--- config.mk ---
export PLATFORM = sky130hd
export DESIGN_NAME = write_through_buffer
export DESIGN_NICKNAME = d
export VERILOG_FILES = /design/src/rtl/cache_pkg.sv /design/src/rtl/wb_entry_fifo.sv /design/src/rtl/write_through_buffer.sv
export SDC_FILE = /design/constraint.sdc
export NUM_CORES = 1
export LEC_CHECK = 0
export CAP_MARGIN = 10
export CORE_MARGIN = 2
export CORE_UTILIZATION = 40
export DETAILED_ROUTE_END_ITERATION = 8
export PLACE_DENSITY_LB_ADDON = 0.12
export SKIP_CTS_REPAIR_TIMING = 1
export SYNTH_ARGS = -nofsm -noshare
export SYNTH_HDL_FRONTEND = slang
export SYNTH_SLANG_ARGS = --single-unit
--- constraint.sdc ---
create_clock -name clk -period 6.3 [get_ports clk]
set_input_delay 1.26 -clock clk [delete_from_list [all_inputs] [get_ports clk]]
set_output_delay 1.26 -clock clk [all_outputs]
set_load 0.01 [all_outputs]
--- src/rtl/cache_pkg.sv ---
// Shared cache-side constants and drain FSM state encoding for the
// write-through buffer.
package cache_pkg;

    localparam int ADDR_WIDTH       = 10;
    localparam int DATA_WIDTH       = 32;
    localparam int OFFSET_BITS      = 2;
    localparam int WORDS_PER_BLOCK  = 1 << OFFSET_BITS;
    localparam int BLOCK_ADDR_WIDTH = ADDR_WIDTH - OFFSET_BITS;

    typedef logic [0:0] drain_state_t;

    localparam drain_state_t ST_IDLE  = 1'b0;
    localparam drain_state_t ST_WRITE = 1'b1;

endpackage

--- src/rtl/wb_entry_fifo.sv ---
// Storage for posted writes: circular buffer with count, in-place data merge
// into the newest entry, and a per-entry block-address compare vector.
module wb_entry_fifo #(
    parameter int ADDR_WIDTH  = cache_pkg::ADDR_WIDTH,
    parameter int DATA_WIDTH  = cache_pkg::DATA_WIDTH,
    parameter int DEPTH       = 4,
    parameter int OFFSET_BITS = cache_pkg::OFFSET_BITS
) (
    input  logic                          clk,
    input  logic                          reset,
    input  logic                          push,
    input  logic                          merge,
    input  logic                          pop,
    input  logic [ADDR_WIDTH-1:0]         wr_addr,
    input  logic [DATA_WIDTH-1:0]         wr_data,
    input  logic [ADDR_WIDTH-OFFSET_BITS-1:0] rd_block,
    output logic [ADDR_WIDTH-1:0]         head_addr,
    output logic [DATA_WIDTH-1:0]         head_data,
    output logic [$clog2(DEPTH):0]        count,
    output logic                          newest_match,
    output logic [DEPTH-1:0]              block_match
);
    import cache_pkg::*;

    localparam int PTR_W = $clog2(DEPTH);
    localparam int CW    = PTR_W + 1;

    logic [ADDR_WIDTH-1:0] addr_mem [DEPTH];
    logic [DATA_WIDTH-1:0] data_mem [DEPTH];
    logic [DEPTH-1:0]      valid;
    logic [PTR_W-1:0]      head;
    logic [PTR_W-1:0]      tail;
    logic [PTR_W-1:0]      newest;

    assign newest    = tail - PTR_W'(1);
    assign head_addr = addr_mem[head];
    assign head_data = data_mem[head];

    assign newest_match = (count != '0) && (addr_mem[newest] == wr_addr);

    always_comb begin
        block_match = '0;
        for (int unsigned i = 0; i < DEPTH; i++) begin
            block_match[i] = valid[i] &&
                (addr_mem[i][ADDR_WIDTH-1:OFFSET_BITS] == rd_block);
        end
    end

    // Payload storage carries no reset; validity is tracked separately.
    always_ff @(posedge clk) begin
        if (push) begin
            addr_mem[tail] <= wr_addr;
            data_mem[tail] <= wr_data;
        end
        if (merge) begin
            data_mem[newest] <= wr_data;
        end
    end

    always_ff @(posedge clk or negedge reset) begin
        if (!reset) begin
            valid <= '0;
            head  <= '0;
            tail  <= '0;
            count <= '0;
        end else begin
            if (push) begin
                valid[tail] <= 1'b1;
                tail        <= tail + PTR_W'(1);
            end
            if (pop) begin
                valid[head] <= 1'b0;
                head        <= head + PTR_W'(1);
            end
            case ({push, pop})
                2'b10:   count <= count + CW'(1);
                2'b01:   count <= count - CW'(1);
                default: count <= count;
            endcase
        end
    end

endmodule

--- src/rtl/write_through_buffer.sv ---
// Posted-write buffer between the write-through cache controller and memory:
// drain FSM, drain counter, merge/accept decision and read-miss hazard.
module write_through_buffer #(
    parameter int ADDR_WIDTH    = cache_pkg::ADDR_WIDTH,
    parameter int DATA_WIDTH    = cache_pkg::DATA_WIDTH,
    parameter int DEPTH         = 4,
    parameter int OFFSET_BITS   = cache_pkg::OFFSET_BITS,
    parameter int MEM_WR_CYCLES = 1
) (
    input  logic                  clk,
    input  logic                  reset,
    input  logic                  wr_req,
    input  logic [ADDR_WIDTH-1:0] wr_addr,
    input  logic [DATA_WIDTH-1:0] wr_data,
    output logic                  wr_ready,
    input  logic [ADDR_WIDTH-1:0] rd_addr,
    input  logic                  rd_check,
    output logic                  rd_hazard,
    input  logic                  mem_busy,
    output logic                  mem_write,
    output logic [ADDR_WIDTH-1:0] mem_addr,
    output logic [DATA_WIDTH-1:0] mem_data,
    output logic                  empty,
    output logic                  drained
);
    import cache_pkg::*;

    localparam int PTR_W = $clog2(DEPTH);
    localparam int CW    = PTR_W + 1;
    localparam int DC_W  = (MEM_WR_CYCLES > 1) ? $clog2(MEM_WR_CYCLES) : 1;
    localparam logic [DC_W-1:0] DC_LOAD = DC_W'(MEM_WR_CYCLES - 1);

    drain_state_t          state;
    logic [DC_W-1:0]       drain_cnt;
    logic [ADDR_WIDTH-1:0] last_addr;
    logic [DATA_WIDTH-1:0] last_data;

    logic [ADDR_WIDTH-1:0] head_addr;
    logic [DATA_WIDTH-1:0] head_data;
    logic [CW-1:0]         count;
    logic                  newest_match;
    logic [DEPTH-1:0]      block_match;

    logic in_write;
    logic merge_hit;
    logic push;
    logic merge;
    logic pop;
    logic unused_rd_offset;

    assign unused_rd_offset = ^rd_addr[OFFSET_BITS-1:0];

    assign in_write = (state == ST_WRITE);

    // The head being written to memory is frozen; a same-address store
    // behind it becomes a new entry instead of a merge.
    assign merge_hit = newest_match && !(in_write && (count == CW'(1)));
    assign wr_ready  = (count < CW'(DEPTH)) || merge_hit;
    assign merge     = wr_req && merge_hit;
    assign push      = wr_req && wr_ready && !merge_hit;
    assign pop       = in_write && (drain_cnt == '0);

    wb_entry_fifo #(
        .ADDR_WIDTH  (ADDR_WIDTH),
        .DATA_WIDTH  (DATA_WIDTH),
        .DEPTH       (DEPTH),
        .OFFSET_BITS (OFFSET_BITS)
    ) u_fifo (
        .clk          (clk),
        .reset        (reset),
        .push         (push),
        .merge        (merge),
        .pop          (pop),
        .wr_addr      (wr_addr),
        .wr_data      (wr_data),
        .rd_block     (rd_addr[ADDR_WIDTH-1:OFFSET_BITS]),
        .head_addr    (head_addr),
        .head_data    (head_data),
        .count        (count),
        .newest_match (newest_match),
        .block_match  (block_match)
    );

    always_ff @(posedge clk or negedge reset) begin
        if (!reset) begin
            state     <= ST_IDLE;
            drain_cnt <= '0;
            last_addr <= '0;
            last_data <= '0;
        end else begin
            case (state)
                ST_IDLE: begin
                    if ((count != '0) && !mem_busy) begin
                        state     <= ST_WRITE;
                        drain_cnt <= DC_LOAD;
                    end
                end
                default: begin
                    if (drain_cnt == '0) begin
                        state     <= ST_IDLE;
                        last_addr <= head_addr;
                        last_data <= head_data;
                    end else begin
                        drain_cnt <= drain_cnt - DC_W'(1);
                    end
                end
            endcase
        end
    end

    assign mem_write = in_write;
    assign mem_addr  = in_write ? head_addr : last_addr;
    assign mem_data  = in_write ? head_data : last_data;

    assign empty     = (count == '0);
    assign drained   = empty && !in_write;
    assign rd_hazard = rd_check && (|block_match);

endmodule
# After elaboration in Yosys (flattened, before gate mapping)
# Memories as Yosys holds them, arrays and structs flattened.
# Index checks and enable logic that the tools add are counted.
# totals
mem_bits_rw	168
n_memories	2
register_bits	55
output_inout_bits	47
# classes
n_lt_le_gt_ge	5
n_mux	22
bitwise	4
n_eq_ne	8
add_sub_neg	6
reduce_logical	28
# memory_table
name	words	word_bits	read_ports	rd_ports_with_merged_regs	wr	line_no	rtl
u_fifo.data_mem	4	32	1	0	1	wb_entry_fifo.sv:29	logic [DATA_WIDTH-1:0] data_mem [DEPTH];
u_fifo.addr_mem	4	10	6	0	1	wb_entry_fifo.sv:28	logic [ADDR_WIDTH-1:0] addr_mem [DEPTH];
# ops
cell	count
32-bit 2-to-1 mux	2
8-bit == test	4
32-bit OR reduction	1
1-bit logical AND	16
1-bit 2-to-1 mux	13
10-bit == test	1
10-bit 2-to-1 mux	1
4-bit 2-to-1 mux	2
2-bit by 3-bit < comparator with 1-bit output (second input constant)	2
3-bit case mux with 2 select lines	1
2-bit by 1-bit adder with 2-bit output (second input constant)	2
4-bit bitwise AND	1
1-bit demux with 2-bit select	2
2-bit by 1-bit greater-or-equal comparator with 1-bit output (second input constant)	2
1-bit zero test	4
4-bit NOT	1
4-bit bitwise OR	1
2-bit nonzero test	2
4-bit OR reduction	1
3-bit by 1-bit adder with 3-bit output (second input constant)	1
3-bit by 1-bit == test with 1-bit output (second input constant)	1
3-bit zero test	1
3-bit < comparator (second input constant)	1
3-bit nonzero test	1
9 further kinds	9

# Depth between registers and ports, before layout
# Gate-level depths: netlist of run 1.
# An unclocked memory read counts as a cell.
# depth
word_depth	11
depth_mapped	15
depth_no_buf	11

# By module
# From an unflattened synthesis of run 1, not the netlist that was laid out.
# hier_totals
hier_cells	468
hier_area_um2	9349.0
# modules_own_cells
module	cells_each	n_inst	area_per_inst_um2
wb_entry_fifo	367	1	7492.2
write_through_buffer	101	1	1856.8

# Least setup slack after synthesis of run 1
# No wires, ideal clock.
# synth_path
path_kind	register -> register
startpoint	register u_fifo.tail[0]
endpoint	memory u_fifo.data_mem[2][0], enable pin
setup_ps	435
path_buffers	3
setup_slack_ps	1553
t_arrival_ps	4311
stages_incl_launch_ff	12
path_cell_list	dfrtp_1 > buf_6 > buf_2 > inv_1 > ha_1 > buf_2 > mux4_2 > xor2_1 > nor4_2 > nand4_2 > nor2_2 > mux2i_1
# synth_via
elab_chain_len	11
# synth_lines
item	line_no	rtl
start: declaration	wb_entry_fifo.sv:32	logic [PTR_W-1:0] tail;
start signal: assignment	wb_entry_fifo.sv:69	tail <= tail + PTR_W'(1);
2-bit by 1-bit subtractor with 2-bit output (*)	wb_entry_fifo.sv:35	assign newest = tail - PTR_W'(1);
named net u_fifo.newest[0]	wb_entry_fifo.sv:33	logic [PTR_W-1:0] newest;
branches (longest 10 deep; another with memory read 4 x 10 bit)	--	
end: declaration	wb_entry_fifo.sv:29	
# Mark *: on every way through the listed nets, which the timed path passes.

# Worst setup path in the final report of run 1
# layout_path
startpoint	register u_fifo.tail[1]
endpoint	output wr_ready
# layout_via
elab_chain_len	6
# layout_lines
item	line_no	rtl
2-bit by 1-bit subtractor with 2-bit output	wb_entry_fifo.sv:35	
memory read 4 x 10 bit	--	
10-bit == test	wb_entry_fifo.sv:39	assign newest_match = (count != '0) && (addr_mem[newest] == wr_addr);
1-bit logical AND	wb_entry_fifo.sv:39	
1-bit logical AND	write_through_buffer.sv:57	assign merge_hit = newest_match && !(in_write && (count == CW'(1)));
1-bit logical OR	write_through_buffer.sv:58	assign wr_ready = (count < CW'(DEPTH)) || merge_hit;
end: declaration	write_through_buffer.sv:15	output logic wr_ready,
# No other way between the ends.

==> results.py, run 1 <==
metrics = {
    "clock_network": {
        "cts_tree": "yes",
        "h-tree-depth": 1,
        "cts_made_buffers": 24,
        "cts_root_buf": "clkbuf_16",
        "clkSlewWorstSetupHoldPaths_ps": 60,
        "clock_path_buffers": 3,
        "clkSinkCount": 222,
        "insertion_delay_ps": 520,
    },
    "logic_synthesis": {
        "synth.most_common_cell": "edfxtp_1",
        "synthXorXnorAreaFrac": 0.0459,
        "synth_ff_type": "edfxtp_1",
        "synthAdderAreaFrac": 0.0177,
        "synth_top_family_by_area": "multiplexers",
        "ys_seq_area_frac": 0.698,
        "synth_common_cells": "edfxtp_1 (168), dfrtp_1 (54), mux4_2 (49)",
        "synth_top_area_frac": 0.551,
        "ys_ff_latch": 222,
        "synth_area_mm2": 0.00916,
        "syn_nets": 549,
        "ys_top_cells_by_area": "edfxtp_1 (55%), dfrtp_1 (15%), mux4_2 (12%)",
        "synth_compound_area_frac": 0.0106,
        "syn_inst": 479,
        "synth_edf_count": 168,
        "synth-simple-area-share": 0.0268,
        "netlist-cell-type-count": 34,
        "async_flop_share": 0.243,
        "synthMuxAreaShare": 0.186,
        "ys_warn_count": 0,
        "avgSynthCellArea_um2": 19.1,
        "yosysTopAreaCell": "edfxtp_1",
    },
    "sta": {
        "drv_slew": 0,
        "finalCritPeriodShare": 0.774,
        "max_freq_mhz": 205,
        "max-slew-margin-rel": 0.236,
        "rsz0062_at_grt": "false",
        "tns_ps": 0,
        "hold_viol": 0,
        "min_period_ps": 4880,
        "skew_ps": 17.9,
        "setup_viol": 0,
        "tightestPinTransition_ps": 1140,
    },
    "power_and_ir_drop": {
        "p_per_area_mw_per_mm2": 477,
        "power_frac_comb": 0.342,
        "power.total_w": 0.00541,
        "netSwitchingFraction": 0.301,
        "seqPwrFrac": 0.410,
        "p_sw_w": 0.00163,
        "ir_worst_vdd_mv": 0.231,
        "clkPwrFrac": 0.248,
        "cell_internal_pwr_w": 0.00378,
        "leakagePower_nw": 3.90,
    },
    "grt": {
        "overflow": 0,
        "track_usage": 0.160,
        "grt_antenna_before_repair": 1,
        "grt_first_pass_wirelength_um": 29400,
        "grt_pass1_vias": 5044,
        "grt_max_degree": 55,
    },
    "layout": {
        "nets": 664,
        "antenna_cells": 0,
        "layout-drive-gt1-share": 0.245,
        "fillers": 1890,
        "syn_to_final_growth_pct": 23.6,
    },
    "die": {
        "die_h_um": 155,
        "die_x_um": 155,
        "core_area_mm2": 0.0226,
        "pin_count": 104,
        "die_area_mm2": 0.0241,
        "start_util": 0.406,
        "rows": 55,
    },
    "place": {
        "hpwl_um": 11100,
        "gp_congestion": 0.761,
        "port_buffers": 101,
    },
    "critical_path": {
        "critPathArrivalTime_ps": 3620,
        "cp-start-kind": "flip-flop",
        "critPathKind": "flip-flop to output port",
        "cp_max_fo": 6,
        "required_ps": 5040,
        "critPathCaptureType": "output port",
    },
    "run": {
        "maxCapViolations": 0,
    },
    "run_status": {
        "status": "completed",
    },
    "routing": {
        "drt-pass1-iter-count": 4,
        "ant_nets": 0,
        "drc": 0,
        "routed_wl_um": 18900,
        "drtIter0Drc": 294,
        "wl_per_cell_um": 21.0,
        "viasPerCell": 5.20,
        "vias": 4668,
    },
    "hold_path": {
        "worstHoldPathType": "flip-flop to flip-flop",
    },
}
==> metrics by stage <==
stage          setup slack, ps   util  instances  hold slack, ps  instance area [um^2]
2_1_floorplan             1550      -        479             448                  9160
3_3_place_gp              1440  0.468        853             479                 10600
3_5_place_dp              1430  0.468        853             485                 10600
4_1_cts                   1330  0.502        897             498                 11300
5_1_grt                   1170  0.502        897             510                 11300
6_report                  1420  0.502        897             491                 11300
==> cells in the final DEF, fill, tap and decap left out, types with 3 or more instances in the layout <==
cell type        instances
inv_1                   10
nor2b_1                  3
mux4_2                  49
xnor2_1                 21
mux2_2                  42
clkbuf_8                 3
mux2i_4                  4
edfxtp_1               168
clkinv_2                 6
nor2_1                   7
clkbuf_1                 6
ha_1                    13
o21ai_1                  3
buf_4                   10
nor4_1                   6
nand3_1                 12
mux2i_1                  5
clkbuf_16               24
nand2_1                 11
dfrtp_1                 51
xor2_1                  27
clkdlybuf4s50_1        100
o21ai_0                  5
==> state kept, by name (all words and copies together) (netlist names) <==
| register | count |
|---|---|
| last_addr | 10 |
| last_data | 32 |
| mem_write | 1 |
| u_fifo.addr_mem | 40 |
| u_fifo.count | 3 |
| u_fifo.data_mem | 128 |
| u_fifo.head | 2 |
| u_fifo.tail | 2 |
| u_fifo.valid | 4 |
==> critical path, stage by stage, from the launching register on <==
cell,delay [ps]
dfrtp_1,430
inv_1,130
ha_1,440
mux4_2,350
xor2_1,170
nor4_2,450
nand4_2,230
o21ai_0,290
clkdlybuf4s50_1,600
==> path summary, 6_finish.rpt <==
kind | start | end | slack [ps] | cells after the start
setup / recovery | u_fifo.tail[1] | wr_ready | 1420 | 8
hold / removal | last_data[5] | last_data[5] | 490 | 1
setup reg to reg | u_fifo.tail[1] | u_fifo.data_mem[1][28] | 2310 | 9
hold reg to reg | last_data[5] | last_data[5] | 490 | 1
max in group asynchronous | reset | u_fifo.head[0] | 4730 | 2
min in group asynchronous | reset | last_data[5] | 940 | 2
==> final cells by class <==
type / instances / area (um^2) / area share
flip-flops and latches: 222 / 6400 / 0.565
well taps: 285 / 357 / 0.0315
clock buffers: 33 / 664 / 0.0586
clock inverters: 11 / 105 / 0.00928
repair buffers: 111 / 1080 / 0.0954
inverters: 10 / 37.5 / 0.00331
multi-input cells: 225 / 2680 / 0.237
==> cell families after synthesis <==
family	Yosys count
muxes	102
adders and majority gates	13
buffers and inverters	32
xor gates and xnor gates	48
AOI/OAI and AO/OA	15
DFF	222
and+or+nand+nor	47
==> power groups by stage <==
stage / combinational [W] / clock [W] / sequential, W
2_1_floorplan: 0.00126 / 0 / 0.00206
3_3_place_gp: 0.00187 / 0 / 0.00225
3_5_place_dp: 0.00188 / 0 / 0.00226
4_1_cts: 0.00189 / 0.00138 / 0.00223
5_1_grt: 0.00200 / 0.00144 / 0.00227
6_report: 0.00185 / 0.00134 / 0.00221
==> routing by layer <==
metal / part of all wire / vias to the layer above / global-route usage / wire length (um)
met5: 0 / - / 0 / 0
met4: 0.018 / 0 / 0.0380 / 331
met3: 0.050 / 25 / 0.0329 / 946
met2: 0.50 / 115 / 0.274 / 9350
met1: 0.44 / 2429 / 0.211 / 8220
li1: - / 2099 / - / -
No activity file was read; power rests on OpenSTA's default activity.
==> run 2, diff against run 1 <==
==> constraint.sdc (replaced) <==
create_clock -name clk -period 4.8 [get_ports clk]
set_input_delay 0.96 -clock clk [delete_from_list [all_inputs] [get_ports clk]]
set_output_delay 0.96 -clock clk [all_outputs]
set_load 0.01 [all_outputs]
==> results.py, run 2 (same netlist as run 1, synthesis figures left out) <==
metrics = {
    "routing": {
        "routed_wl_um": 18500,
        "drt-met1-wl_um": 7760,
        "met2_length_um": 9460,
        "viasPerCell": 5.20,
        "wl_per_cell_um": 20.5,
        "ant_nets": 0,
        "top_layer_used": "met4",
        "vias": 4686,
        "drc": 0,
        "routed-wl-met3_um": 981,
        "drt-pass1-iter-count": 4,
        "drtIter0Drc": 258,
    },
    "critical_path": {
        "cp-start-kind": "flip-flop",
        "worstReg2RegStart": "u_fifo.tail[1]",
        "critPathKind": "flip-flop to output port",
        "critPathCaptureType": "output port",
        "crit_path_top_delay_cell": "clkdlybuf4s50_1",
        "crit_chain": "inv_1 > ha_1 > mux4_2 > xor2_1 > nor4_2 > nand4_2 > o21ai_1 > clkdlybuf4s50_1",
        "regToRegEndpoint": "u_fifo.data_mem[2][24]",
        "reg2reg_depth": 9,
        "required_ps": 3840,
        "critPathArrivalTime_ps": 3560,
        "cp_max_fo": 6,
        "slowest_delay_ps": 580,
        "r2r_slack_ps": 1040,
    },
    "grt": {
        "grt_antenna_before_repair": 0,
        "grt_max_degree": 39,
        "track_usage": 0.160,
        "grt_first_pass_wirelength_um": 29300,
        "overflow": 0,
        "grt_pass1_vias": 5225,
    },
    "run_status": {
        "status": "completed",
    },
    "clock_network": {
        "clkSinkCount": 222,
        "cts_root_buf": "clkbuf_16",
        "cts_tree": "yes",
        "clock_path_buffers": 3,
        "h-tree-depth": 1,
        "insertion_delay_ps": 530,
        "cts_made_buffers": 24,
        "clkSlewWorstSetupHoldPaths_ps": 60,
    },
    "power_and_ir_drop": {
        "ir_worst_vdd_mv": 0.299,
        "power.total_w": 0.00721,
        "leakagePower_nw": 3.95,
        "p_per_area_mw_per_mm2": 629,
    },
    "die": {
        "rows": 55,
        "start_util": 0.406,
        "die_x_um": 155,
        "die_area_mm2": 0.0241,
        "die_h_um": 155,
        "core_area_mm2": 0.0226,
        "pin_count": 104,
    },
    "layout": {
        "final_cell_mix": "edfxtp_1 (168), clkdlybuf4s50_1 (100), dfrtp_1 (51)",
        "largest_reg_flops": 128,
        "layout-drive-gt1-share": 0.252,
        "reg_top3": "u_fifo.data_mem (128), u_fifo.addr_mem (40), last_data (32)",
        "largest-register": "u_fifo.data_mem",
        "layout_commonest_cell": "edfxtp_1",
        "fillers": 1898,
        "syn_to_final_growth_pct": 25.1,
        "antenna_cells": 0,
        "nets": 668,
    },
    "sta": {
        "min_period_ps": 4520,
        "tns_ps": 0,
        "finalCritPeriodShare": 0.941,
        "hold_viol": 0,
        "skew_ps": 25.3,
        "drv_slew": 0,
        "rsz0062_at_grt": "false",
        "max-slew-margin-rel": 0.372,
        "setup_viol": 0,
        "tightestPinTransition_ps": 942,
        "max_freq_mhz": 221,
    },
    "hold_path": {
        "worstHoldEndpoint": "last_data[9]",
        "hp-start": "last_data[9]",
        "hold_path_depth": 1,
        "worstHoldPathType": "flip-flop to flip-flop",
    },
    "place": {
        "hpwl_um": 11400,
        "gp_congestion": 0.779,
        "port_buffers": 101,
    },
    "run": {
        "maxCapViolations": 0,
    },
}
## run 2: area by class of cell
cell class / count / area [um^2] / share of cell area
clock buffers: 31 / 637 / 0.0556
multi-input cells: 225 / 2680 / 0.234
inverters: 10 / 37.5 / 0.00328
clock inverters: 13 / 170 / 0.0148
well taps: 285 / 357 / 0.0311
repair buffers: 115 / 1170 / 0.102
flip-flops and latches: 222 / 6400 / 0.559
## run 2: worst max path at each step
stage / slack (ps) / depth (start not counted) / end / from
floorplan: 50 / 11 / u_fifo.data_mem[2][0] / u_fifo.tail[0]
global placement: 570 / 6 / wr_ready / wr_addr[8]
detailed placement: 560 / 6 / wr_ready / wr_addr[2]
CTS: 160 / 8 / wr_ready / u_fifo.tail[1]
global route: 90 / 8 / wr_ready / u_fifo.tail[1]
finish: 280 / 8 / wr_ready / u_fifo.tail[1]
## run 2: through the flow
stage	utilization	setup slack, ps	area, um^2	std cells	hold slack, ps
global route	0.508	88.3	11500	901	508
finish	0.508	282	11500	901	496
floorplan	-	53.2	9160	479	448
global placement	0.472	571	10700	857	481
CTS	0.508	155	11500	901	501
detailed placement	0.472	563	10700	857	486
## run 2: power breakdown
part	total, W	switching [W]	internal, W
logic	0.00252	0.00110	0.00142
registers	0.00285	0.000303	0.00255
clock network	0.00184	0.000731	0.00111
## run 2: layer usage
layer	vias up	global-route usage
met1	2426	0.198
met4	0	0.0358
li1	2121	-
met2	115	0.287
met5	-	0
met3	24	0.0354
## run 2: critical path, delay by kind of cell (launching register included)
| kind | cells | cell delay (ps) |
|---|---|---|
| flip-flops | 1 | 450 |
| multiplexers | 1 | 360 |
| buffers and inverters | 2 | 710 |
| XOR/XNOR | 1 | 170 |
| AND/OR/NAND/NOR | 2 | 640 |
| adder cells (fa/ha/maj) | 1 | 450 |
| AO/OA/AOI/OAI | 1 | 260 |
